--- src/rtl/tcp_hdr_assembler_mc.sv ---
// tcp_hdr_assembler_mc: multi-channel round-robin TCP header builder.
// Arbitrates header-build requests from several requesters and loads one
// assembled header per cycle into a single registered output stage, with
// window-scale shift/saturation and a channel-ID sideband.

package tcp_hdr_pkg;
  localparam int PORT_NUM_W     = 16;
  localparam int SEQ_NUM_W      = 32;
  localparam int ACK_NUM_W      = 32;
  localparam int DATA_OFFSET_W  = 4;
  localparam int RESERVED_W     = 4;
  localparam int FLAGS_W        = 8;
  localparam int WIN_SIZE_W     = 16;
  localparam int CHKSUM_W       = 16;
  localparam int URG_PTR_W      = 16;
  localparam int TCP_HDR_BYTES  = 20;
  localparam int PAYLOAD_PTR_W  = 20;

  // Field order follows the on-wire TCP header layout (MSB first).
  typedef struct packed {
    logic [PORT_NUM_W-1:0]    src_port;
    logic [PORT_NUM_W-1:0]    dst_port;
    logic [SEQ_NUM_W-1:0]     seq_num;
    logic [ACK_NUM_W-1:0]     ack_num;
    logic [DATA_OFFSET_W-1:0] raw_data_offset;
    logic [RESERVED_W-1:0]    reserved;
    logic [FLAGS_W-1:0]       flags;
    logic [WIN_SIZE_W-1:0]    win_size;
    logic [CHKSUM_W-1:0]      chksum;
    logic [URG_PTR_W-1:0]     urg_pointer;
  } tcp_pkt_hdr;
endpackage

module tcp_hdr_assembler_mc
  import tcp_hdr_pkg::*;
#(
  parameter int NUM_CHANNELS = 4,
  parameter int WIN_SHIFT    = 0,
  parameter int WINDOW_W     = PAYLOAD_PTR_W + 1,
  parameter int CHAN_ID_W    = (NUM_CHANNELS > 1) ? $clog2(NUM_CHANNELS) : 1
) (
  input  logic                               clk,
  input  logic                               rst,
  input  logic [NUM_CHANNELS-1:0]            req_val,
  input  logic [NUM_CHANNELS*PORT_NUM_W-1:0] req_host_port,
  input  logic [NUM_CHANNELS*PORT_NUM_W-1:0] req_dest_port,
  input  logic [NUM_CHANNELS*SEQ_NUM_W-1:0]  req_seq_num,
  input  logic [NUM_CHANNELS*ACK_NUM_W-1:0]  req_ack_num,
  input  logic [NUM_CHANNELS*FLAGS_W-1:0]    req_flags,
  input  logic [NUM_CHANNELS*WINDOW_W-1:0]   req_window,
  output logic [NUM_CHANNELS-1:0]            req_rdy,
  output logic                               outbound_tcp_hdr_val,
  input  logic                               outbound_tcp_hdr_rdy,
  output tcp_pkt_hdr                         outbound_tcp_hdr,
  output logic [CHAN_ID_W-1:0]               outbound_chan_id
);

  localparam logic [WINDOW_W-1:0] WIN_MAX = WINDOW_W'((1 << WIN_SIZE_W) - 1);
  localparam logic [CHAN_ID_W-1:0] LAST_CH = CHAN_ID_W'(NUM_CHANNELS - 1);

  logic [CHAN_ID_W-1:0]  rr_ptr_reg;
  logic [CHAN_ID_W-1:0]  rr_ptr_next;
  logic [CHAN_ID_W-1:0]  grant_idx;
  logic                  grant_found;
  int                    cand;
  logic                  load_en;
  logic                  accept;
  logic [WIN_SIZE_W-1:0] win_sat [NUM_CHANNELS];
  tcp_pkt_hdr            hdr_next;

  assign load_en = !outbound_tcp_hdr_val || outbound_tcp_hdr_rdy;

  // Round-robin search: first valid channel at or after rr_ptr, wrapping.
  always_comb begin
    grant_found = 1'b0;
    grant_idx   = '0;
    cand        = 0;
    for (int k = 0; k < NUM_CHANNELS; k++) begin
      cand = int'(rr_ptr_reg) + k;
      if (cand >= NUM_CHANNELS) cand = cand - NUM_CHANNELS;
      if (!grant_found && req_val[cand]) begin
        grant_found = 1'b1;
        grant_idx   = CHAN_ID_W'(cand);
      end
    end
  end

  // Per-channel ready and window scaling; ready never looks at payload fields
  // and is forced low during reset so no accept can slip through.
  for (genvar gi = 0; gi < NUM_CHANNELS; gi++) begin : g_chan
    logic [WINDOW_W-1:0] shifted;
    assign req_rdy[gi] = !rst && load_en && grant_found &&
                         (grant_idx == CHAN_ID_W'(gi));
    assign shifted     = req_window[gi*WINDOW_W +: WINDOW_W] >> WIN_SHIFT;
    // Compare at full width so large windows saturate instead of wrapping.
    assign win_sat[gi] = (shifted > WIN_MAX) ? {WIN_SIZE_W{1'b1}}
                                             : shifted[WIN_SIZE_W-1:0];
  end

  assign accept = |(req_val & req_rdy);

  // Header assembly from the granted channel plus pointer advance.
  always_comb begin
    hdr_next                 = '0;
    hdr_next.src_port        = req_host_port[int'(grant_idx)*PORT_NUM_W +: PORT_NUM_W];
    hdr_next.dst_port        = req_dest_port[int'(grant_idx)*PORT_NUM_W +: PORT_NUM_W];
    hdr_next.seq_num         = req_seq_num[int'(grant_idx)*SEQ_NUM_W +: SEQ_NUM_W];
    hdr_next.ack_num         = req_ack_num[int'(grant_idx)*ACK_NUM_W +: ACK_NUM_W];
    hdr_next.flags           = req_flags[int'(grant_idx)*FLAGS_W +: FLAGS_W];
    hdr_next.raw_data_offset = DATA_OFFSET_W'(TCP_HDR_BYTES >> 2);
    hdr_next.win_size        = win_sat[grant_idx];
    rr_ptr_next              = (grant_idx == LAST_CH) ? '0 : CHAN_ID_W'(grant_idx + 1'b1);
  end

  // Output stage: load on accept, clear on drain, otherwise hold.
  always_ff @(posedge clk) begin
    if (rst) begin
      outbound_tcp_hdr_val <= 1'b0;
      outbound_tcp_hdr     <= '0;
      outbound_chan_id     <= '0;
      rr_ptr_reg           <= '0;
    end else if (accept) begin
      outbound_tcp_hdr_val <= 1'b1;
      outbound_tcp_hdr     <= hdr_next;
      outbound_chan_id     <= grant_idx;
      rr_ptr_reg           <= rr_ptr_next;
    end else if (outbound_tcp_hdr_rdy) begin
      outbound_tcp_hdr_val <= 1'b0;
      outbound_tcp_hdr     <= '0;
      outbound_chan_id     <= '0;
    end
  end

endmodule

--- config.mk ---
export PLATFORM = sky130hd
export DESIGN_NAME = tcp_hdr_assembler_mc
export DESIGN_NICKNAME = d
export VERILOG_FILES = /design/src/rtl/tcp_hdr_assembler_mc.sv
export SDC_FILE = /design/constraint.sdc
export NUM_CORES = 1
export LEC_CHECK = 0
export ABC_AREA = 1
export BUFFER_PORTS_ARGS = -buffer_cell sky130_fd_sc_hd__buf_2
export CORE_AREA = 5 5 260 262
export CTS_BUF_LIST = sky130_fd_sc_hd__clkbuf_4
export CTS_CLUSTER_SIZE = 40
export DETAILED_ROUTE_END_ITERATION = 10
export DIE_AREA = 0 0 265 267
export PLACE_DENSITY = 0.37
export SETUP_SLACK_MARGIN = 0.3
export SLEW_MARGIN = 20
export SYNTH_ARGS = -nofsm -noshare
export SYNTH_HDL_FRONTEND = slang
export SYNTH_SLANG_ARGS = --single-unit
--- constraint.sdc ---
create_clock -name clk -period 3.6 [get_ports clk]
set_input_delay 0.36 -clock clk [delete_from_list [all_inputs] [get_ports clk]]
set_output_delay 0.36 -clock clk [all_outputs]
set_load 0.02 [all_outputs]
==> flow_summary.ini <==
[clock_network]
numCtsBuffers = 17
cts_tree = yes
clk_latency_ns = 0.62
htree_num_levels = 4
clkTransAtPathRegs_ns = 0.13
root_buffer = clkbuf_4
clock-sinks = 125
clockBufferDepth = 2

[global_route]
grt_pass1_wl_mm = 80.0
grt_pass1_vias = 13819
antenna_found_initial = 4
grt_usage_pct = 14.3
grt_max_degree = 122
grt.overflow.total = 0

[finish]
largest_reg_flops = 121
seq_area_sq_um = 2510
most-common-layout-cells = nand2_1 (1206), buf_2 (633), nand4_1 (156)
fin_nets = 2987
mostFrequentLayoutCell = nand2_1
area_growth_pct = 38.6
drive_above_1_share_pct = 28.5
fillers = 7849
multi_input_area_sq_um = 6800

[worst_setup_path]
r2r-start = rr_ptr_reg[0]$_SDFFE_PP0P_
endpoint_kind = primary output
crit_fanout = 33
critPathRequiredTime_ns = 3.24
crit_end = req_rdy[2]
reg2regPathDepth = 15
startpoint_type = register
crit_type = register to primary output
worstReg2RegEnd = outbound_tcp_hdr[136]$_SDFFE_PP0P_
arrival_ns = 2.66
crit_start = rr_ptr_reg[0]$_SDFFE_PP0P_
rrSetupSlack_ns = 0.67

[synthesis]
synth_top_flop_cell = dfxtp_1
async_flop_share_pct = 0
syn_area_sq_um = 10400
yosys_warnings = 0
synth_edf_count = 0
netlist_instances = 1962
ys_seq_area_share_pct = 24.0
ys_types = 29
avgSynthCellArea_sq_um = 5.32
synth-seq-cells = 125

[route]
wl_mm = 54.5
antenna_left = 0
wl_per_cell_um = 16.2
route.detailed.drc = 0
dr.pass1.iters = 5
drt_iter0_drc = 694
num_vias = 13959
avgViaCountPerCell = 4.16

[sta]
rsz0062_at_grt = no
finalCritPeriodShare_pct = 83.8
hold_viol = 0
slew_headroom_pct = 37.9
worst_slew_pin_slew_ns = 0.931
fmax_mhz = 331
worst_hold_slack_ns = 0.161
drv_slew = 0
fin_crit_ns = 3.02
finClkSkew_ns = 0.0216
fin_tns_setup_ns = 0
setup_violations = 0

[placement]
io_buffers = 635
hpwl_mm = 41.1
place.gp.congestion = 0.929

[pwr]
p_leak_nw = 8.22
power_density_nw_per_um2 = 1120
peakVddDrop_uv = 1580

[die]
die_h_um = 267
ioPinCount = 674
dieArea_sq_um = 70800
die_w_um = 265
initial_core_util_pct = 16.0
placementRows = 94
core_sq_um = 65200

[job]
cap_viol_max_count = 0

[status]
outcome = finished, final reports clean

[hold_path]
hold_class = input port to register
how the worst min path moves through the flow:
stage                                             startpoint                                 end  slack, ns  depth (start not counted)
after CTS                                    req_ack_num[59]   outbound_tcp_hdr[91]$_SDFFE_PP0P_       0.04                          7
after detailed placement  outbound_tcp_hdr[138]$_SDFFE_PP0P_  outbound_tcp_hdr[138]$_SDFFE_PP0P_       0.48                          2
final                                        req_seq_num[48]  outbound_tcp_hdr[112]$_SDFFE_PP0P_       0.16                          7
after floorplan            outbound_tcp_hdr[79]$_SDFFE_PP0P_   outbound_tcp_hdr[79]$_SDFFE_PP0P_       0.56                          2
after global routing                        req_seq_num[121]  outbound_tcp_hdr[121]$_SDFFE_PP0P_       0.06                          7
after global placement    outbound_tcp_hdr[118]$_SDFFE_PP0P_  outbound_tcp_hdr[118]$_SDFFE_PP0P_       0.48                          2
routing by layer:
metal	vias up	GRT usage [%]	wire, um
met5	-	0	17
met4	2	3.01	702
met3	32	4.34	3930
met2	392	25.5	27500
met1	6394	16.9	22300
li1	7139	-	-
final cells by class:
cell class	count	area share [%]
multi-input cells	1614	47.0
inverters	65	1.81
clock buffers	17	0.882
well taps	864	7.47
repair buffers	656	24.3
clock inverters	15	1.18
flip-flops and latches	125	17.3
diodes	2	0.0346
critical path, cell delays in order (launching register included):
cell and delay (ns):
dfxtp_4 0.46, inv_4 0.08, nand2_1 0.09, nand3_1 0.11, nand2_1 0.17, inv_2 0.07
nand2_1 0.08, nand2_2 0.07, buf_4 0.24, nand2_2 0.13, nand2_2 0.13, nor2_4 0.18
clkbuf_4 0.22
power by group:
group,total (mW),switching (mW),internal (mW)
clock,1.10,0.622,0.477
combinational,12.8,9.03,3.73
sequential,2.42,0.359,2.06
cells by family after synthesis:
family          share of synthesized area (%)
fa+ha+maj                               0.120
flops                                    24.0
compound gates                           6.20
simple gates                             57.1
buf+inv                                  12.5
other cells                            0.0359
cell usage after synthesis, drive strengths merged (2+ instances only):
cell type / n / area [sq um]
a21oi: 123 / 616
buf: 138 / 850
clkbuf: 57 / 214
clkinv: 2 / 7.51
dfxtp: 125 / 2500
inv: 63 / 236
nand2: 1211 / 4560
nand3: 26 / 153
nand4: 156 / 976
nor2: 47 / 215
nor3: 6 / 35.0
nor3b: 2 / 15.0
o21ai: 2 / 10.0
timing repair:
action / 4_1_cts / 5_1_grt
hold endpoints to repair: 1 / 0
gates cloned: 1 / 0
buffers inserted: 1 / 0
gates resized for setup: 1 / 8
hold buffers: 1 / 0
endpoints found under the setup margin: 4 / 5
metrics by stage:
step	power, mW	instance area (sq um)	instances	setup slack (ns)	utilization (%)
final	16.3	14500	3358	0.582	22.2
after global routing	18.2	14500	3358	0.304	22.2
after CTS	16.7	14400	3356	0.307	22.1
after detailed placement	15.3	14100	3321	0.456	21.6
after global placement	15.3	14100	3321	0.479	21.6
after floorplan	11.5	10600	1999	0.862	-
No activity file was read; power rests on OpenSTA's default activity.
